`src/rtl/product_accum_pkg.sv`:
```
// Shared types and constants for product_accum: FSM states, product width, default sizing.
// Pure declarations; no latency or backpressure of its own.
package product_accum_pkg;

    typedef enum logic [1:0] {
        IDLE,
        ACCUM,
        HOLD
    } state_t;

    localparam int PRODUCT_W     = 32;
    localparam int DEFAULT_COUNT = 8;
    localparam int DEFAULT_ACC_W = 40;

endpackage

```
`src/rtl/accum_add.sv`:
```
// Combinational accumulate adder with carry-out; saturates to all-ones when PRODUCT_ACCUM_SAT_EN is defined.
// Zero latency, no flow control.
module accum_add
    import product_accum_pkg::*;
#(
    parameter int ACC_W = DEFAULT_ACC_W
) (
    input  logic [ACC_W-1:0]     acc,
    input  logic [PRODUCT_W-1:0] in_product,
    output logic [ACC_W-1:0]     sum,
    output logic                 carry
);

    logic [ACC_W:0] w_full;

    assign w_full = {1'b0, acc} + {{(ACC_W + 1 - PRODUCT_W){1'b0}}, in_product};
    assign carry  = w_full[ACC_W];

`ifdef PRODUCT_ACCUM_SAT_EN
    // Once pinned at all-ones, any non-zero addend carries again, so the sum stays pinned.
    assign sum = carry ? {ACC_W{1'b1}} : w_full[ACC_W-1:0];
`else
    assign sum = w_full[ACC_W-1:0];
`endif

endmodule

```
`src/rtl/product_accum.sv`:
```
// Sums COUNT products per batch and holds the result until out_ready; result valid one cycle after the last beat.
// in_ready is low while a result is held; optional saturation via PRODUCT_ACCUM_SAT_EN.
module product_accum
    import product_accum_pkg::*;
#(
    parameter int COUNT = DEFAULT_COUNT,
    parameter int ACC_W = DEFAULT_ACC_W
) (
    input  logic                 clk,
    input  logic                 reset,
    input  logic [PRODUCT_W-1:0] in_product,
    input  logic                 in_valid,
    output logic                 in_ready,
    input  logic                 clear,
    output logic [ACC_W-1:0]     out_sum,
    output logic                 out_valid,
    input  logic                 out_ready,
    output logic                 overflow
);

    localparam logic [7:0] CNT_LAST = 8'(COUNT);

    state_t             r_state;
    logic [ACC_W-1:0]   r_acc;
    logic [7:0]         r_cnt;
    logic               r_ovf;

    logic [ACC_W-1:0]   w_sum;
    logic               w_carry;
    logic               w_accept;
    logic [7:0]         w_cnt_nxt;

    accum_add #(
        .ACC_W(ACC_W)
    ) u_add (
        .acc        (r_acc),
        .in_product (in_product),
        .sum        (w_sum),
        .carry      (w_carry)
    );

    assign in_ready  = (r_state != HOLD);
    assign out_valid = (r_state == HOLD);
    assign out_sum   = r_acc;
    assign overflow  = r_ovf;
    assign w_accept  = in_valid && in_ready;
    assign w_cnt_nxt = r_cnt + 8'd1;

    always_ff @(posedge clk or negedge reset) begin
        if (!reset) begin
            r_state <= IDLE;
            r_acc   <= '0;
            r_cnt   <= '0;
            r_ovf   <= 1'b0;
        end else if (clear) begin
            r_state <= IDLE;
            r_acc   <= '0;
            r_cnt   <= '0;
            r_ovf   <= 1'b0;
        end else begin
            case (r_state)
                // IDLE keeps acc and cnt at zero, so it shares the ACCUM update path.
                IDLE, ACCUM: begin
                    if (w_accept) begin
                        r_acc   <= w_sum;
                        r_cnt   <= w_cnt_nxt;
                        r_ovf   <= r_ovf | w_carry;
                        r_state <= (w_cnt_nxt == CNT_LAST) ? HOLD : ACCUM;
                    end
                end
                HOLD: begin
                    if (out_ready) begin
                        r_state <= IDLE;
                        r_acc   <= '0;
                        r_cnt   <= '0;
                        r_ovf   <= 1'b0;
                    end
                end
                default: r_state <= IDLE;
            endcase
        end
    end

endmodule

```
`config.mk`:
```
export PLATFORM = sky130hd
export DESIGN_NAME = product_accum
export DESIGN_NICKNAME = d
export VERILOG_FILES = /design/src/rtl/product_accum_pkg.sv /design/src/rtl/accum_add.sv /design/src/rtl/product_accum.sv
export SDC_FILE = /design/constraint.sdc
export NUM_CORES = 1
export LEC_CHECK = 0
export CAP_MARGIN = 20
export CORE_MARGIN = 3
export CORE_UTILIZATION = 55
export CTS_BUF_LIST = sky130_fd_sc_hd__clkbuf_8
export CTS_CLUSTER_DIAMETER = 200
export CTS_CLUSTER_SIZE = 20
export DETAILED_ROUTE_END_ITERATION = 8
export HOLD_SLACK_MARGIN = 0.1
export PLACE_DENSITY = 0.85
export SLEW_MARGIN = 5
export SYNTH_ARGS = -nofsm -noshare
export SYNTH_HDL_FRONTEND = slang
export SYNTH_SLANG_ARGS = --single-unit
```
`constraint.sdc`:
```
create_clock -name clk -period 2.6 [get_ports clk]
set_input_delay 0.52 -clock clk [delete_from_list [all_inputs] [get_ports clk]]
set_output_delay 0.52 -clock clk [all_outputs]
set_load 0.01 [all_outputs]
```
* After elaboration in Yosys (flattened, before gate mapping) *
Cells that the tools add are included.

storage, ports and cells
  bits in registers = 51
  output and inout bits = 43

operators by class
  eq/ne operators = 6
  bitwise gates (word level) = 1
  $add $sub $neg = 2
  reduce and logical (&&, ||, !) cells = 6
  mux-type cells = 17

operators with widths
  operator                                                count
  2-to-1 mux 40 bit                                       3
  case mux 40 bit (2 select lines)                        1
  adder 40 x 32 -> 41 bit                                 1
  2-to-1 mux 8 bit                                        3
  case mux 8 bit (2 select lines)                         1
  adder 8 x 1 -> 8 bit (second input constant)            1
  equality test 8 x 4 -> 1 bit (second input constant)    1
  2-to-1 mux 2 bit                                        4
  case mux 2 bit (2 select lines)                         1
  2-to-1 mux 1 bit                                        3
  inequality test 3 x 2 -> 1 bit (second input constant)  1
  inequality test 3 bit (second input constant)           1
  AND reduction 3 bit                                     1
  nonzero test 3 bit                                      1
  equality test 2 x 1 -> 1 bit (second input constant)    1
  equality test 2 bit (second input constant)             1
  zero test 2 bit                                         1
  inequality test 2 bit (second input constant)           1
  case mux 1 bit (2 select lines)                         1
  AND reduction 2 bit                                     1
  OR reduction 2 bit                                      1
  logical AND 1 bit                                       1
  bitwise OR 1 bit                                        1

* Longest topological paths before layout *
Gate-level depths: netlist of run 1.

  depth after elaboration = 6
  depth in mapped cells = 10
  mapped depth without buffers = 9

* Cells and area by module *
A second synthesis of run 1 with hierarchy kept.

unflattened totals
  cells, all modules = 500
  area total of the unflattened synthesis = 4405.5 µm²

by module, submodules not included
  module         area each (µm²)  cells an instance  instances
  accum_add      2376.0           342                1
  product_accum  2029.4           158                1

* Worst setup path after synthesis of run 1 *
No wires, ideal clock.

  kind = input -> register
  from = in in_product[0]
  to = reg r_acc[26] (netlist: out_sum[26])
  buffers on the path = 0
  stages = 9
  required time = 2505 ps
  data arrival time = 2392 ps
  slack = 112 ps
  path through = ha_1 fa_1 a21o_2 nand4_1 a32o_1 a211oi_2 o21a_1 o31a_1 o31ai_1

on the way
  cells in the longest elaborated chain, start to end = 4

ends and longest elaborated chain
  what                              line                 RTL
  start, declared                   product_accum.sv:11  input logic [PRODUCT_W-1:0] in_product,
  adder 40 x 32 -> 41 bit           accum_add.sv:16      assign w_full = {1'b0, acc} + {{(ACC_W + 1 - PRODUCT_W){1'b0}}, in_product};
  2-to-1 mux 40 bit                 product_accum.sv:64  if (w_accept) begin
  case mux 40 bit (2 select lines)  product_accum.sv:61  case (r_state)
  2-to-1 mux 40 bit                 product_accum.sv:55  end else if (clear) begin
  end signal, assigned              product_accum.sv:65  r_acc <= w_sum;
  end, declared                     product_accum.sv:24  logic [ACC_W-1:0] r_acc;

No other way between the ends. The select of a mux whose other input is x is not followed.
A chain may end at the register's enable or synchronous reset.

* Worst setup path in the final report of run 1 *
  from = in in_product[18]
  to = reg r_acc[25] (netlist: out_sum[25])

Same word-level chain as after synthesis.

==> results.py, run 1 <==
metrics = {
    "detailed_routing": {
        "drc_errors": 7,
        "vias_per_cell": 6.867,
        "drtAntennaViolNets": 0,
        "wire_per_inst_um": 21.45,
        "dr.pass1.iters": 9,
        "via_count": 5473,
        "drtIter0Drc": 806,
        "routed_wl_um": 17100,
    },
    "logic_synthesis": {
        "yosys.area.top_type": "dfrtp_1",
        "synth_top_area_share_pct": 30.36,
        "synth_cell_type_count": 54,
        "synth_area_um2": 4204,
        "netlist_top_cells_count": "87 x nand2_1, 58 x o21ai_0, 53 x a21oi_1, 51 x dfrtp_1, 36 x nor2_1",
        "yosys_register_bits": 51,
        "synthFlopType": "dfrtp_1",
        "post-synth-top-count-cell": "nand2_1",
        "ys_warn_count": 0,
        "synth_edf_count": 0,
        "syn-num-nets": 603,
        "synthCells": 532,
        "synth_area_leaders": "dfrtp_1 30%, ha_1 9.8%, nand2_1 7.8%, o21ai_0 6.9%, a21oi_1 6.3%",
        "postSynthAreaPerCell_um2": 7.902,
        "yosysSeqAreaShare_pct": 30.36,
        "synth-async-reset-ratio_pct": 100.0,
    },
    "clock_network": {
        "htree_levels": 2,
        "clk_latency_ps": 320,
        "max-clock-path-buffers": 2,
        "cts_sinks": 51,
        "cts-root-buf": "clkbuf_8",
        "cts_inserted_buffers": 5,
        "clkTransAtPathRegs_ps": 110,
        "hold_buffers": 0,
        "cts_tree": "yes",
    },
    "floorplanning": {
        "die_y_um": 93.43,
        "io_pins": 80,
        "fp-row-count": 31,
        "die-area_um2": 8729,
        "die_w_um": 93.43,
        "core_region_area_um2": 7331,
        "initial_core_util_pct": 57.35,
    },
    "layout": {
        "finish.utilization_pct": 84.49,
        "drive_above_1_share_pct": 24.21,
        "nNetsFinal": 768,
        "fin_area_um2": 6193,
        "nFillCells": 362,
        "antennaDiodeCount": 0,
        "area_growth_pct": 47.32,
    },
    "timing": {
        "timing.final.ws_setup_ps": -94.89,
        "maxSlewHeadroom_pct": 65.84,
        "tns_ps": -421.1,
        "rsz0062_at_grt": "yes",
        "drv_slew": 0,
        "finalCritPeriodShare_pct": 103.6,
        "timing.fmax_ghz": 0.3711,
        "fin_crit_ps": 2695,
        "setup_viol": 11,
        "hold_violations": 0,
        "finClkSkew_ps": 9.428,
        "tightest_slew_ps": 512.4,
    },
    "placed_design": {
        "gp_congestion": 1.018,
        "dp_hpwl_um": 10210,
        "dp_slack_ps": -520.4,
        "dpl_cell_area_um2": 5713,
        "portBuffers": 79,
    },
    "global_routing": {
        "grtUsageTotal_pct": 31.82,
        "grt.busiest_layer": "met2",
        "grt_pass1_wl_um": 22580,
        "grt_max_degree": 23,
        "met1_usage_pct": 39.76,
        "antenna_found_initial": 0,
        "grt_pass1_vias": 4947,
        "gr-total-overflow": 0,
        "grt_use_met3_pct": 3.620,
        "met2_usage_pct": 54.91,
    },
    "setup_path": {
        "crit_path_start_kind": "input pin",
        "crit_arrival_ps": 2900,
        "cp_max_fo": 5,
        "cp.required_ps": 2800,
        "criticalPathCategory": "in -> reg",
        "crit_path_end_kind": "flip-flop",
    },
    "job": {
        "timing.max_cap.violations": 0,
    },
    "hold_path": {
        "hp-class": "in -> async",
    },
    "status": {
        "status": "complete, but fails checks",
        "violations": "design-rule violations, negative setup slack",
    },
    "power_and_ir_drop": {
        "irDropWorstVdd_mv": 0.3075,
        "pwr_density_cell_nw_per_um2": 580.3,
        "p_leak_nw": 2.739,
    },
}
## what timing repair did
item	CTS	global route
setup buffers	2	5
pin swaps	8	23
gates resized for setup	21	52
setup endpoints to repair	17	22
## critical path: stages
cell	delay, ps
clkdlybuf4s50_1	410
ha_1	330
buf_4	170
a21oi_2	260
o21bai_4	140
a21oi_1	290
a21oi_2	150
buf_4	160
nand3_1	130
mux2i_1	230
nand2_1	100
## logic make-up (layout without fill, tap and decap cells)
kind of cell / after synthesis / after routing / share of synthesized area [%]
mux: 8 / 8 / 1.905
buf+inv: 31 / 197 / 3.244
flops: 51 / 51 / 30.36
fa+ha+maj: 34 / 34 / 10.30
xor+xnor: 21 / 21 / 4.375
compound gates: 188 / 188 / 28.10
simple gates: 199 / 199 / 21.73
## state kept, by name (all words and copies together) (netlist names)
signal	count
r_cnt	8
out_sum	40
overflow	1
r_state	2
## stage by stage
stage / std cells / hold WS (ps) / power (mW)
detailed placement: 782 / 497.9 / 2.616
CTS: 792 / 179.9 / 3.269
global placement: 782 / 483.3 / 2.551
global route: 797 / 186.6 / 3.726
floorplan: 532 / 224.4 / 1.850
finish: 797 / 155.5 / 3.594
## routing by layer
metal	wire, µm	share of wire [%]	up-vias
met5	0	0	-
met3	2203	13	178
met1	5820	34	2473
met2	7742	45	542
li1	-	-	2280
met4	1329	7.8	0
## layout by cell type, fill, tap and decap left out, types with 7 or more instances in the layout
master,count
ha_4,7
a21oi_2,12
o21ai_0,50
nand3_1,16
a21oi_1,41
ha_1,22
buf_4,100
nor3_1,10
clkdlybuf4s50_1,74
nand4_1,13
a21o_1,13
nand2_1,84
inv_1,10
nor2_1,30
dfrtp_1,51
xor2_1,10
or3_1,8
xnor2_1,11
mux2i_1,8
## area by class of cell
cell class                      instances  area, µm²  area share, %
Sequential cell                        51       1276          20.61
Clock inverter                          3      47.55         0.7677
Inverter                               10      37.54         0.6061
Clock buffer                            5      68.82          1.111
Tap cell                               99      123.9          2.000
Multi-Input combinational cell        450       3097          50.00
Timing Repair Buffer                  179       1543          24.91
## power breakdown
part | total, mW | switching (mW) | internal, mW | leakage (nW)
combinational | 2.00 | 1.07 | 0.930 | 1.99
sequential | 0.979 | 0.0999 | 0.879 | 0.687
clock | 0.613 | 0.321 | 0.293 | 0.0587
total | 3.59 | 1.49 | 2.10 | 2.74
## path summary, 6_finish.rpt
| check | depth (start not counted) | slack [ps] | end | start |
|---|---|---|---|---|
| worst max-delay path | 11 | -90 | out_sum[25] | in_product[18] |
| worst min-delay path | 1 | 160 | out_sum[20] | reset |
| worst max register to register | 9 | 10 | out_sum[26] | out_sum[0] |
| max in group asynchronous | 2 | 1820 | out_sum[36] | reset |
| min in group clk | 2 | 520 | out_sum[0] | out_sum[0] |
| worst min register to register | 2 | 520 | out_sum[0] | out_sum[0] |
No activity file was read; power rests on OpenSTA's default activity.
==> run 2: changes to the inputs <==
--- a/config.mk
+++ b/config.mk
@@ -9,7 +9,7 @@
 export CORE_MARGIN = 3
 export CORE_UTILIZATION = 55
 export CTS_BUF_LIST = sky130_fd_sc_hd__clkbuf_8
-export CTS_CLUSTER_DIAMETER = 200
+export CTS_CLUSTER_DIAMETER = 50
 export CTS_CLUSTER_SIZE = 20
 export DETAILED_ROUTE_END_ITERATION = 8
 export HOLD_SLACK_MARGIN = 0.1
==> results of run 2 <==
The final DEF is identical to that of run 1; final timing and power are the same.
